### config.mk
export PLATFORM = sky130hd
export DESIGN_NAME = requant_stage
export DESIGN_NICKNAME = d
export VERILOG_FILES = /design/src/rtl/nn_pkg.sv /design/src/rtl/round_shift_sat.sv /design/src/rtl/requant_stage.sv
export SDC_FILE = /design/constraint.sdc
export NUM_CORES = 1
export LEC_CHECK = 0
export ABC_AREA = 1
export BUFFER_PORTS_ARGS = -buffer_cell sky130_fd_sc_hd__buf_2
export CAP_MARGIN = 25
export CORE_ASPECT_RATIO = 0.7
export CORE_MARGIN = 4
export CORE_UTILIZATION = 40
export CTS_CLUSTER_DIAMETER = 100
export CTS_CLUSTER_SIZE = 10
export DETAILED_ROUTE_END_ITERATION = 12
export HOLD_SLACK_MARGIN = 0.06
export PLACE_DENSITY = 0.54
export SKIP_CTS_REPAIR_TIMING = 1
export SYNTH_ARGS = -nofsm -noshare
export SYNTH_HDL_FRONTEND = slang
export SYNTH_SLANG_ARGS = --single-unit
### constraint.sdc
create_clock -name clk -period 4.3 [get_ports clk]
set_input_delay 0.645 -clock clk [delete_from_list [all_inputs] [get_ports clk]]
set_output_delay 0.645 -clock clk [all_outputs]
set_load 0.02 [all_outputs]
### src/rtl/nn_pkg.sv
`default_nettype none
// ============================================================================
//  Module      : nn_pkg
//  Description : Shared widths and activation limits for the MAC and
//                requantization datapath.
//  Revision    : 1.0  initial release
// ============================================================================
package nn_pkg;

  // Datapath widths shared by the mac array and requant stage
  localparam int ACC_W   = 24;
  localparam int OUT_W   = 8;
  localparam int BIAS_W  = 16;
  localparam int SHIFT_W = 5;

  // Signed activation range of the requantized output
  localparam int OUT_MAX = 127;
  localparam int OUT_MIN = -128;

  // Largest meaningful right shift for an ACC_W+1 bit sum
  localparam int SHIFT_MAX = 23;

  // Saturation counter width and its sticky ceiling
  localparam int                SAT_CNT_W   = 16;
  localparam logic [SAT_CNT_W-1:0] SAT_CNT_MAX = 16'hFFFF;

endpackage
`default_nettype wire

### src/rtl/round_shift_sat.sv
`default_nettype none
// ============================================================================
//  Module      : round_shift_sat
//  Description : Combinational round-half-up arithmetic right shift, optional
//                ReLU and clamp of a biased accumulator to the output range.
//  Revision    : 1.0  initial release
// ============================================================================
module round_shift_sat #(
  parameter int ACC_W = nn_pkg::ACC_W,
  parameter int OUT_W = nn_pkg::OUT_W
) (
  input  logic signed [ACC_W:0]             sum,
  input  logic        [nn_pkg::SHIFT_W-1:0] shift,
  input  logic                              relu,
  output logic signed [OUT_W-1:0]           data,
  output logic                              sat_flag
);
  import nn_pkg::*;

  // One guard bit above the sum so the rounding addend never overflows
  localparam int W = ACC_W + 2;

  logic [SHIFT_W-1:0] shift_eff;
  logic signed [W-1:0] sum_x;
  logic signed [W-1:0] rnd;
  logic signed [W-1:0] biased;
  logic signed [W-1:0] shifted;
  logic signed [W-1:0] r;

  // Round, shift, rectify, then clamp to the signed activation range
  always_comb begin
    shift_eff = (shift > SHIFT_W'(SHIFT_MAX)) ? SHIFT_W'(SHIFT_MAX) : shift;
    sum_x     = {sum[ACC_W], sum};
    rnd       = '0;
    if (shift_eff != '0) begin
      rnd = W'(1) <<< (shift_eff - SHIFT_W'(1));
    end
    biased  = sum_x + rnd;
    shifted = biased >>> shift_eff;
    r       = shifted;
    // ReLU zeroing happens before the clamp, so it never counts as saturation
    if (relu && shifted[W-1]) begin
      r = '0;
    end
    sat_flag = 1'b0;
    data     = r[OUT_W-1:0];
    if (r > W'(OUT_MAX)) begin
      data     = OUT_W'(OUT_MAX);
      sat_flag = 1'b1;
    end else if (r < W'(OUT_MIN)) begin
      data     = OUT_W'(OUT_MIN);
      sat_flag = 1'b1;
    end
  end

endmodule
`default_nettype wire

### src/rtl/requant_stage.sv
`default_nettype none
// ============================================================================
//  Module      : requant_stage
//  Description : Two-stage valid/ready pipeline converting MAC accumulators to
//                8-bit activations: bias add, then round/shift/ReLU/clamp.
//                Counts saturation events.
//  Revision    : 1.0  initial release
// ============================================================================
module requant_stage #(
  parameter int ACC_W  = nn_pkg::ACC_W,
  parameter int OUT_W  = nn_pkg::OUT_W,
  parameter int BIAS_W = nn_pkg::BIAS_W
) (
  input  logic                              clk,
  input  logic                              reset,
  input  logic                              in_valid,
  output logic                              in_ready,
  input  logic signed [ACC_W-1:0]           in_acc,
  input  logic signed [BIAS_W-1:0]          in_bias,
  input  logic        [nn_pkg::SHIFT_W-1:0] cfg_shift,
  input  logic                              cfg_relu,
  output logic                              out_valid,
  input  logic                              out_ready,
  output logic signed [OUT_W-1:0]           out_data,
  output logic        [15:0]                sat_count,
  input  logic                              sat_clr,
  output logic                              busy
);
  import nn_pkg::*;

  // Stage 1: biased sum
  logic                    s1_valid_q, s1_valid_d;
  logic signed [ACC_W:0]   s1_sum_q, s1_sum_d;
  // Stage 2: requantized activation
  logic                    s2_valid_q, s2_valid_d;
  logic signed [OUT_W-1:0] s2_data_q, s2_data_d;
  // Saturation event counter
  logic [15:0]             sat_count_q, sat_count_d;

  logic                    s2_free;
  logic                    s1_move;
  logic                    in_fire;
  logic                    ready_int;
  logic signed [OUT_W-1:0] rs_data;
  logic                    rs_sat;

  round_shift_sat #(
    .ACC_W (ACC_W),
    .OUT_W (OUT_W)
  ) u_round_shift_sat (
    .sum      (s1_sum_q),
    .shift    (cfg_shift),
    .relu     (cfg_relu),
    .data     (rs_data),
    .sat_flag (rs_sat)
  );

  // Handshake: each stage advances when its successor is empty or draining
  always_comb begin
    s2_free   = !s2_valid_q || out_ready;
    s1_move   = s1_valid_q && s2_free;
    ready_int = !s1_valid_q || s1_move;
    in_fire   = in_valid && ready_int;
  end

  // Next-state for both stages and the saturation counter
  always_comb begin
    s1_valid_d = s1_valid_q;
    s1_sum_d   = s1_sum_q;
    s2_valid_d = s2_valid_q;
    s2_data_d  = s2_data_q;

    if (in_fire) begin
      s1_valid_d = 1'b1;
      s1_sum_d   = {in_acc[ACC_W-1], in_acc}
                 + {{(ACC_W + 1 - BIAS_W){in_bias[BIAS_W-1]}}, in_bias};
    end else if (s1_move) begin
      s1_valid_d = 1'b0;
    end

    if (s1_move) begin
      s2_valid_d = 1'b1;
      s2_data_d  = rs_data;
    end else if (out_ready) begin
      s2_valid_d = 1'b0;
    end

    // Clear wins over a same-cycle increment; count sticks at all-ones
    sat_count_d = sat_count_q;
    if (sat_clr) begin
      sat_count_d = '0;
    end else if (s1_move && rs_sat && (sat_count_q != SAT_CNT_MAX)) begin
      sat_count_d = sat_count_q + 16'd1;
    end
  end

  // Control and output registers, cleared asynchronously
  always_ff @(posedge clk or posedge reset) begin
    if (reset) begin
      s1_valid_q  <= 1'b0;
      s2_valid_q  <= 1'b0;
      s2_data_q   <= '0;
      sat_count_q <= '0;
    end else begin
      s1_valid_q  <= s1_valid_d;
      s2_valid_q  <= s2_valid_d;
      s2_data_q   <= s2_data_d;
      sat_count_q <= sat_count_d;
    end
  end

  // Stage 1 payload is qualified by s1_valid_q and needs no reset
  always_ff @(posedge clk) begin
    s1_sum_q <= s1_sum_d;
  end

  assign in_ready  = ready_int;
  assign out_valid = s2_valid_q;
  assign out_data  = s2_data_q;
  assign sat_count = sat_count_q;
  assign busy      = s1_valid_q | s2_valid_q;

endmodule
`default_nettype wire

==> results_tabular.tex, run 1 <==
\begin{tabular}{lr}
\hline
Metric & Value \\
\hline
\multicolumn{2}{l}{\textbf{Floorplan}} \\
Boundary pin count & 78 \\
Die Area & 19500 sq um \\
Vertical die dimension & 118 um \\
Effective utilization at floorplan & 0.416 \\
DIE WIDTH & 165 um \\
Row count & 39 \\
Total core area & 16600 sq um \\
\multicolumn{2}{l}{\textbf{Yosys}} \\
Library cell with the largest summed area after synthesis & sky130\_fd\_sc\_hd\_\_nand2\_1 \\
Instance count of the mapped netlist & 1146 \\
Number of storage elements in the synthesis netlist & 51 \\
Yosys warning total & 0 \\
Area fraction of the dominant cell type after synthesis & 0.174 \\
Leading post-synthesis cells by cell area & sky130\_fd\_sc\_hd\_\_nand2\_1 17\%, sky130\_fd\_sc\_hd\_\_nand3\_1 14\%, sky130\_fd\_sc\_hd\_\_edfxtp\_1 11\%, sky130\_fd\_sc\_hd\_\_dfrtp\_1 9.4\%, sky130\_fd\_sc\_hd\_\_inv\_1 9.3\% \\
Synth Flop Type & sky130\_fd\_sc\_hd\_\_dfrtp\_1 \\
Fraction of the yosys area taken by sequential cells & 0.203 \\
Number of enable flip-flop cells after synthesis & 25 \\
Mean area per synthesized cell & 6.04 sq um \\
Mapped cell area & 6920 sq um \\
Synth cell types & 46 \\
Share of async-settable or async-resettable flops after synthesis & 0.510 \\
\multicolumn{2}{l}{\textbf{Final layout}} \\
Final layout net count & 1447 \\
Antenna cells & 0 \\
Layout overhead on the synthesized area & 44.7\% \\
Ratio of cells with drive above 1 in the final layout & 0.385 \\
Post-route core utilization & 0.602 \\
\multicolumn{2}{l}{\textbf{Route}} \\
DR top layer & met5 \\
Met3 wire len & 1750 um \\
Total routed wirelength & 24300 um \\
Total via count after detailed routing & 8095 \\
Met2 routed wirelength & 9480 um \\
DR pass1 iterations & 5 \\
Count of unresolved DRC violations after routing & 0 \\
Number of nets with antenna violations after detailed routing & 0 \\
Total routed wire length on the met1 layer & 12800 um \\
Starting DRT DRC Count & 635 \\
Routed wire per std cell & 15.5 um \\
DR vias/cell & 5.16 \\
\multicolumn{2}{l}{\textbf{Clocking}} \\
H-tree depth reported by CTS & 2 \\
Clock-pin slew of the registers on the worst-case setup and hold paths & 70 ps \\
Cell chosen for the clock root & sky130\_fd\_sc\_hd\_\_clkbuf\_16 \\
TritonCTS sink count & 51 \\
Number of buffers between clock root and the deepest sink & 2 \\
Number of buffers created by CTS & 5 \\
Clock latency reported for the late side of the worst-skew pair & 320 ps \\
TritonCTS clock tree & yes \\
\multicolumn{2}{l}{\textbf{Setup path}} \\
Type of origin of the critical path & primary input \\
Crit path buf inv count & 9 \\
Critical path capture point type & flip-flop \\
Worst path required time & 4500 ps \\
Data arrival time of the critical path & 4500 ps \\
Gate family responsible for the most delay along the worst path & simple AND/OR/NAND/NOR gates \\
Largest stage delay on the critical path & 340 ps \\
Critical path class & primary input to flip-flop \\
Most Frequent Cell on Critical Path & sky130\_fd\_sc\_hd\_\_nand2\_2 \\
CP max FO & 7 \\
Max stage delay cell, worst path & sky130\_fd\_sc\_hd\_\_fa\_2 \\
\multicolumn{2}{l}{\textbf{Placed design}} \\
Final weighted congestion in routability-driven placement & 0.941 \\
Minimum setup slack after placement & -460 ps \\
Port Buf Inserts & 77 \\
HPWL Detailed & 19500 um \\
\multicolumn{2}{l}{\textbf{Pwr}} \\
Power Density & 248 nW/um\^{}2 \\
Overall power & 2.48 mW \\
Maximum ir drop on the vdd rail & 0.163 mV \\
Leakage power & 5.16 nW \\
\multicolumn{2}{l}{\textbf{STA}} \\
RSZ-0062 raised after global routing & true \\
Post-route fraction of the period consumed by the critical path & 1.00 \\
Final setup vio count & 3 \\
Final WS setup & -3.88 ps \\
Worst slew margin relative to its limit & 0.331 \\
Worst clock skew on the final layout & 11.9 ps \\
Final worst path period need & 4300 ps \\
Highest attainable clock frequency & 232 MHz \\
Hold Vio Cnt, Final & 0 \\
Final Max Slew Viols & 0 \\
Slew at the pin closest to its max-slew limit & 1000 ps \\
\multicolumn{2}{l}{\textbf{GRT}} \\
Largest net degree at the start of global routing & 33 \\
Global-route total usage across every layer & 0.240 \\
Leftover overflow at the end of global routing & 0 \\
Global-route wire length before repair & 37300 um \\
Vias in the first global route & 7126 \\
Antenna violations before repair & 2 \\
\multicolumn{2}{l}{\textbf{Outcome}} \\
Failing checks & negative setup slack \\
Result of the run & finished with violations \\
\multicolumn{2}{l}{\textbf{Job}} \\
Number of max-capacitance violations reported & 0 \\
\multicolumn{2}{l}{\textbf{Worst hold path}} \\
Type of the most critical hold path & primary input to async pin \\
\hline
\end{tabular}
-- through the flow --
step / std cells / instance area (sq um) / hold slack [ps] / setup TNS (ps)
3_3_place_gp: 1543 / 8430 / 469 / -8570
6_report: 1570 / 10000 / 372 / -8.17
2_1_floorplan: 1147 / 7000 / 523 / -101
3_5_place_dp: 1545 / 8480 / 483 / -9560
4_1_cts: 1553 / 8630 / 391 / -2600
5_1_grt: 1570 / 10000 / 427 / -6930
-- cell usage after synthesis (5+ instances only) --
cell,instances
sky130_fd_sc_hd__a21oi_1,56
sky130_fd_sc_hd__a31oi_1,6
sky130_fd_sc_hd__buf_1,5
sky130_fd_sc_hd__clkbuf_1,12
sky130_fd_sc_hd__dfrtp_1,26
sky130_fd_sc_hd__edfxtp_1,25
sky130_fd_sc_hd__ha_1,50
sky130_fd_sc_hd__inv_1,171
sky130_fd_sc_hd__inv_2,8
sky130_fd_sc_hd__nand2_1,321
sky130_fd_sc_hd__nand2_2,14
sky130_fd_sc_hd__nand3_1,192
sky130_fd_sc_hd__nand3_2,6
sky130_fd_sc_hd__nand3b_1,6
sky130_fd_sc_hd__nand4_1,35
sky130_fd_sc_hd__nor2_1,95
sky130_fd_sc_hd__nor2_2,7
sky130_fd_sc_hd__nor3_1,8
sky130_fd_sc_hd__o21ai_0,16
sky130_fd_sc_hd__xnor2_1,11
sky130_fd_sc_hd__xor2_1,31
-- cell families (layout without fill, tap and decap cells) --
group,count (synthesis),in the layout,share of synthesized area
AOI/OAI and AO/OA,97,97,0.0776
xor gates and xnor gates,42,42,0.0532
adders and majority gates,52,52,0.0962
buffers and inverters,205,402,0.114
DFF,51,51,0.203
muxes,2,2,0.00289
other,1,2,0.000542
and+or+nand+nor,696,697,0.453
-- sequential cells by signal, indices dropped and copies added (netlist names) --
signal      cells
out_data        8
s1_sum_q       25
out_valid       1
s1_valid_q      1
sat_count      16
-- placed cells by master (no fill, tap or decap), types with 3 or more instances in the layout --
cell type and n:
sky130_fd_sc_hd__nand2_2 76, sky130_fd_sc_hd__o21bai_1 4, sky130_fd_sc_hd__nor2_1 53, sky130_fd_sc_hd__nand3b_1 6, sky130_fd_sc_hd__a21oi_1 40, sky130_fd_sc_hd__ha_4 11, sky130_fd_sc_hd__nand3_4 12, sky130_fd_sc_hd__o21ai_1 3
sky130_fd_sc_hd__xor2_1 30, sky130_fd_sc_hd__nor2_2 29, sky130_fd_sc_hd__nand3_2 78, sky130_fd_sc_hd__edfxtp_1 25, sky130_fd_sc_hd__inv_1 156, sky130_fd_sc_hd__a21oi_2 16, sky130_fd_sc_hd__nand4_1 35, sky130_fd_sc_hd__buf_6 11
sky130_fd_sc_hd__o21ai_0 16, sky130_fd_sc_hd__nand2_4 20, sky130_fd_sc_hd__nor2_4 22, sky130_fd_sc_hd__buf_2 75, sky130_fd_sc_hd__ha_1 38, sky130_fd_sc_hd__o211ai_1 4, sky130_fd_sc_hd__nand3_1 108, sky130_fd_sc_hd__buf_4 123
sky130_fd_sc_hd__inv_2 23, sky130_fd_sc_hd__nor3_1 8, sky130_fd_sc_hd__clkbuf_16 5, sky130_fd_sc_hd__dfrtp_1 26, sky130_fd_sc_hd__a31oi_1 6, sky130_fd_sc_hd__xnor2_1 11, sky130_fd_sc_hd__nand2_1 241
-- layer usage --
metal / GRT usage / up-vias
met5: 0 / -
met4: 0.0348 / 4
met3: 0.0585 / 24
met2: 0.310 / 198
met1: 0.396 / 3732
li1: - / 4137
-- cell type report --
| cell class | count | area [sq um] |
|---|---|---|
| Multi-Input combinational cell | 892 | 5990 |
| Inverter | 181 | 679 |
| Tap cell | 225 | 282 |
| Timing Repair Buffer | 213 | 1510 |
| Clock buffer | 5 | 125 |
| Sequential cell | 51 | 1400 |
| Fill cell | 1658 | 6630 |
| Clock inverter | 3 | 23.8 |
-- worst paths after layout --
path | start | endpoint | slack, ps | depth (start not counted)
max in group asynchronous | reset | sat_count[1] | 3470 | 3
setup reg to reg | s1_sum_q[17] | out_data[4] | 960 | 25
min in group clk | out_data[7] | out_data[7] | 500 | 2
hold reg to reg | out_data[7] | out_data[7] | 500 | 2
hold / removal | reset | s1_valid_q | 370 | 2
setup / recovery | cfg_shift[3] | out_data[4] | -4 | 38
-- power by group --
| part | internal [mW] | switching, mW |
|---|---|---|
| sequential | 0.591 | 0.0395 |
| combinational | 0.560 | 0.853 |
| clock | 0.222 | 0.219 |
| total | 1.37 | 1.11 |
No activity file was read; power rests on OpenSTA's default activity.
==> run 2: changes to the inputs <==
==> constraint.sdc (replaced) <==
create_clock -name clk -period 4.3 [get_ports clk]
set_input_delay 0.645 -clock clk [delete_from_list [all_inputs] [get_ports clk]]
set_output_delay 0.645 -clock clk [all_outputs]
set_load 0.05 [all_outputs]
==> results_tabular.tex, run 2 (synthesis gave the netlist of run 1 again) <==
\begin{tabular}{lr}
\hline
Metric & Value \\
\hline
\multicolumn{2}{l}{\textbf{Placed design}} \\
Port Buf Inserts & 77 (unchanged) \\
Final weighted congestion in routability-driven placement & 0.962 (+2.2\%) \\
Placed insts & 1536 (-0.58\%) \\
Minimum setup slack after placement & -543 ps (-82.5 ps) \\
HPWL Detailed & 19600 um (+0.19\%) \\
\multicolumn{2}{l}{\textbf{Route}} \\
Routed wire per std cell & 15.9 um (+2.7\%) \\
Total routed wirelength & 24800 um (+2.3\%) \\
DR pass1 iterations & 8 (+3) \\
Number of nets with antenna violations after detailed routing & 0 (unchanged) \\
Count of unresolved DRC violations after routing & 0 (unchanged) \\
DR vias/cell & 5.22 (+1.3\%) \\
Starting DRT DRC Count & 776 (+22\%) \\
Total via count after detailed routing & 8161 (+0.82\%) \\
\multicolumn{2}{l}{\textbf{STA}} \\
Final worst path period need & 4330 ps (+22.6 ps) \\
Slew at the pin closest to its max-slew limit & 944 ps (-57.4 ps) \\
RSZ-0062 raised after global routing & true \\
Highest attainable clock frequency & 231 MHz (-0.52\%) \\
Min Hold Slack & 315 ps (-56.9 ps) \\
Final setup vio count & 16 (+13) \\
Final Max Slew Viols & 0 (unchanged) \\
Post-route fraction of the period consumed by the critical path & 1.01 (+0.00525) \\
Worst clock skew on the final layout & 10.7 ps (-1.24 ps) \\
Hold Vio Cnt, Final & 0 (unchanged) \\
Final WS setup & -26.5 ps (-22.6 ps) \\
Worst slew margin relative to its limit & 0.370 (+0.0383) \\
\multicolumn{2}{l}{\textbf{Pwr}} \\
Power Density & 257 nW/um\^{}2 (+3.8\%) \\
Share of power burned in combinational logic & 0.577 (+0.008) \\
Sw Ratio & 0.463 (+0.0152) \\
Proportion of power drawn by the clock network & 0.175 (-0.002) \\
Reported net switching power & 1.17 mW (+5.1\%) \\
Leakage power & 5.08 nW (-1.5\%) \\
Part of the power in registers & 0.249 (-0.005) \\
Cell internal pwr & 1.36 mW (-1.1\%) \\
Maximum ir drop on the vdd rail & 0.155 mV (-4.6\%) \\
\multicolumn{2}{l}{\textbf{GRT}} \\
Global-route total usage across every layer & 0.241 (+0.00122) \\
Largest net degree at the start of global routing & 33 (unchanged) \\
Vias in the first global route & 7058 (-0.95\%) \\
Global-route wire length before repair & 37300 um (unchanged) \\
Antenna violations before repair & 0 (-2) \\
Leftover overflow at the end of global routing & 0 (unchanged) \\
\multicolumn{2}{l}{\textbf{Clocking}} \\
Cell chosen for the clock root & sky130\_fd\_sc\_hd\_\_clkbuf\_16 \\
TritonCTS sink count & 51 (unchanged) \\
Clock-pin slew of the registers on the worst-case setup and hold paths & 80 ps (about the same) \\
Number of buffers created by CTS & 5 (unchanged) \\
Clock latency reported for the late side of the worst-skew pair & 320 ps (about the same) \\
H-tree depth reported by CTS & 2 (unchanged) \\
Number of buffers between clock root and the deepest sink & 2 (unchanged) \\
TritonCTS clock tree & yes \\
\multicolumn{2}{l}{\textbf{Setup path}} \\
Data arrival time of the critical path & 4590 ps (+90 ps) \\
CP max FO & 8 (+1) \\
R2r worst-path depth & 22 (-12\%) \\
Critical path class & primary input to flip-flop \\
Crit path buf inv count & 9 (unchanged) \\
Crit path depth & 36 (-5.3\%) \\
Critical path capture point type & flip-flop \\
Max stage delay cell, worst path & sky130\_fd\_sc\_hd\_\_ha\_4 \\
Largest stage delay on the critical path & 300 ps (-40 ps) \\
Worst path required time & 4560 ps (+60 ps) \\
Gate family responsible for the most delay along the worst path & simple AND/OR/NAND/NOR gates \\
Type of origin of the critical path & primary input \\
\multicolumn{2}{l}{\textbf{Worst hold path}} \\
Type of the most critical hold path & primary input to async pin \\
\multicolumn{2}{l}{\textbf{Floorplan}} \\
Boundary pin count & 78 (unchanged) \\
Vertical die dimension & 118 um (unchanged) \\
Total core area & 16600 sq um (unchanged) \\
Effective utilization at floorplan & 0.416 (unchanged) \\
Row count & 39 (unchanged) \\
DIE WIDTH & 165 um (unchanged) \\
Die Area & 19500 sq um (unchanged) \\
\multicolumn{2}{l}{\textbf{Outcome}} \\
Failing checks & negative setup slack \\
Result of the run & finished with violations \\
\multicolumn{2}{l}{\textbf{Final layout}} \\
Most used cells in the layout excluding fill and tap cells & 250 x sky130\_fd\_sc\_hd\_\_nand2\_1, 160 x sky130\_fd\_sc\_hd\_\_inv\_1, 122 x sky130\_fd\_sc\_hd\_\_nand3\_1 \\
Final layout net count & 1440 (-0.48\%) \\
Filler instances & 1712 (+3.3\%) \\
Final instance count without filler cells & 1563 (-0.45\%) \\
Largest register by flop count & s1\_sum\_q \\
Ratio of cells with drive above 1 in the final layout & 0.353 (-0.0324) \\
Most common cell after layout, fill and taps aside & sky130\_fd\_sc\_hd\_\_nand2\_1 \\
Layout overhead on the synthesized area & 41.8\% \\
Flip-flop count of the largest register, all copies and words added & 25 (unchanged) \\
Antenna cells & 0 (unchanged) \\
\multicolumn{2}{l}{\textbf{Job}} \\
Number of max-capacitance violations reported & 0 (unchanged) \\
\hline
\end{tabular}
## run 2: cell types whose count changed in the layout (fill, tap and decap cells not counted), moves of 3 or more
cell,delta
sky130_fd_sc_hd__a21oi_1,+4
sky130_fd_sc_hd__a21oi_2,-6
sky130_fd_sc_hd__buf_6,-8
sky130_fd_sc_hd__inv_1,+4
sky130_fd_sc_hd__inv_2,-5
sky130_fd_sc_hd__nand2_1,+9
sky130_fd_sc_hd__nand2_2,-7
sky130_fd_sc_hd__nand2_4,-3
sky130_fd_sc_hd__nand3_1,+14
sky130_fd_sc_hd__nand3_2,-14
sky130_fd_sc_hd__nor2_1,+6
sky130_fd_sc_hd__nor2_2,-4
## run 2: final cells by class
type | count | area [sq um] | share of cell area
timing repair buffer | 206 | 1460 | 0.149
clock inverter | 3 | 23.8 | 0.00242
tap | 225 | 282 | 0.0287
multi-input combinational | 892 | 5840 | 0.595
inverter | 181 | 682 | 0.0695
clock buffer | 5 | 125 | 0.0128
sequential | 51 | 1400 | 0.143
## run 2: power groups by stage
stage / logic [mW] / clock network, mW / registers, mW
after global routing: 1.59 / 0.464 / 0.634
after detailed placement: 1.19 / 0 / 0.632
final: 1.46 / 0.441 / 0.628
after floorplan: 0.698 / 0 / 0.714
after CTS: 1.20 / 0.446 / 0.623
after global placement: 1.18 / 0 / 0.632
## run 2: final timing paths
| check | startpoint | endpoint | slack (ps) |
|---|---|---|---|
| max | cfg_shift[4] | sat_count[1] | -30 |
| min | reset | sat_count[6] | 310 |
| max reg2reg | s1_sum_q[7] | sat_count[1] | 1010 |
| min reg2reg | out_data[7] | out_data[7] | 500 |
| max in group asynchronous | reset | out_data[4] | 3530 |
| min in group clk | out_data[7] | out_data[7] | 500 |
## run 2: metal layers
| layer | GRT usage | share of wire | up-vias |
|---|---|---|---|
| li1 | - | - | 4116 |
| met5 | 0 | 0 | - |
| met4 | 0.0301 | 0.0055 | 0 |
| met3 | 0.0417 | 0.079 | 12 |
| met2 | 0.311 | 0.40 | 251 |
| met1 | 0.410 | 0.51 | 3782 |
## run 2: metrics by stage
| stage | setup TNS, ps | power, mW | utilization | area [sq um] |
|---|---|---|---|---|
| final | -195 | 2.53 | 0.590 | 9810 |
| after global routing | -5320 | 2.69 | 0.590 | 9810 |
| after CTS | -4330 | 2.27 | 0.516 | 8580 |
| after detailed placement | -11360 | 1.82 | 0.507 | 8430 |
| after global placement | -13270 | 1.82 | 0.503 | 8370 |
| after floorplan | -79.8 | 1.41 | - | 7020 |
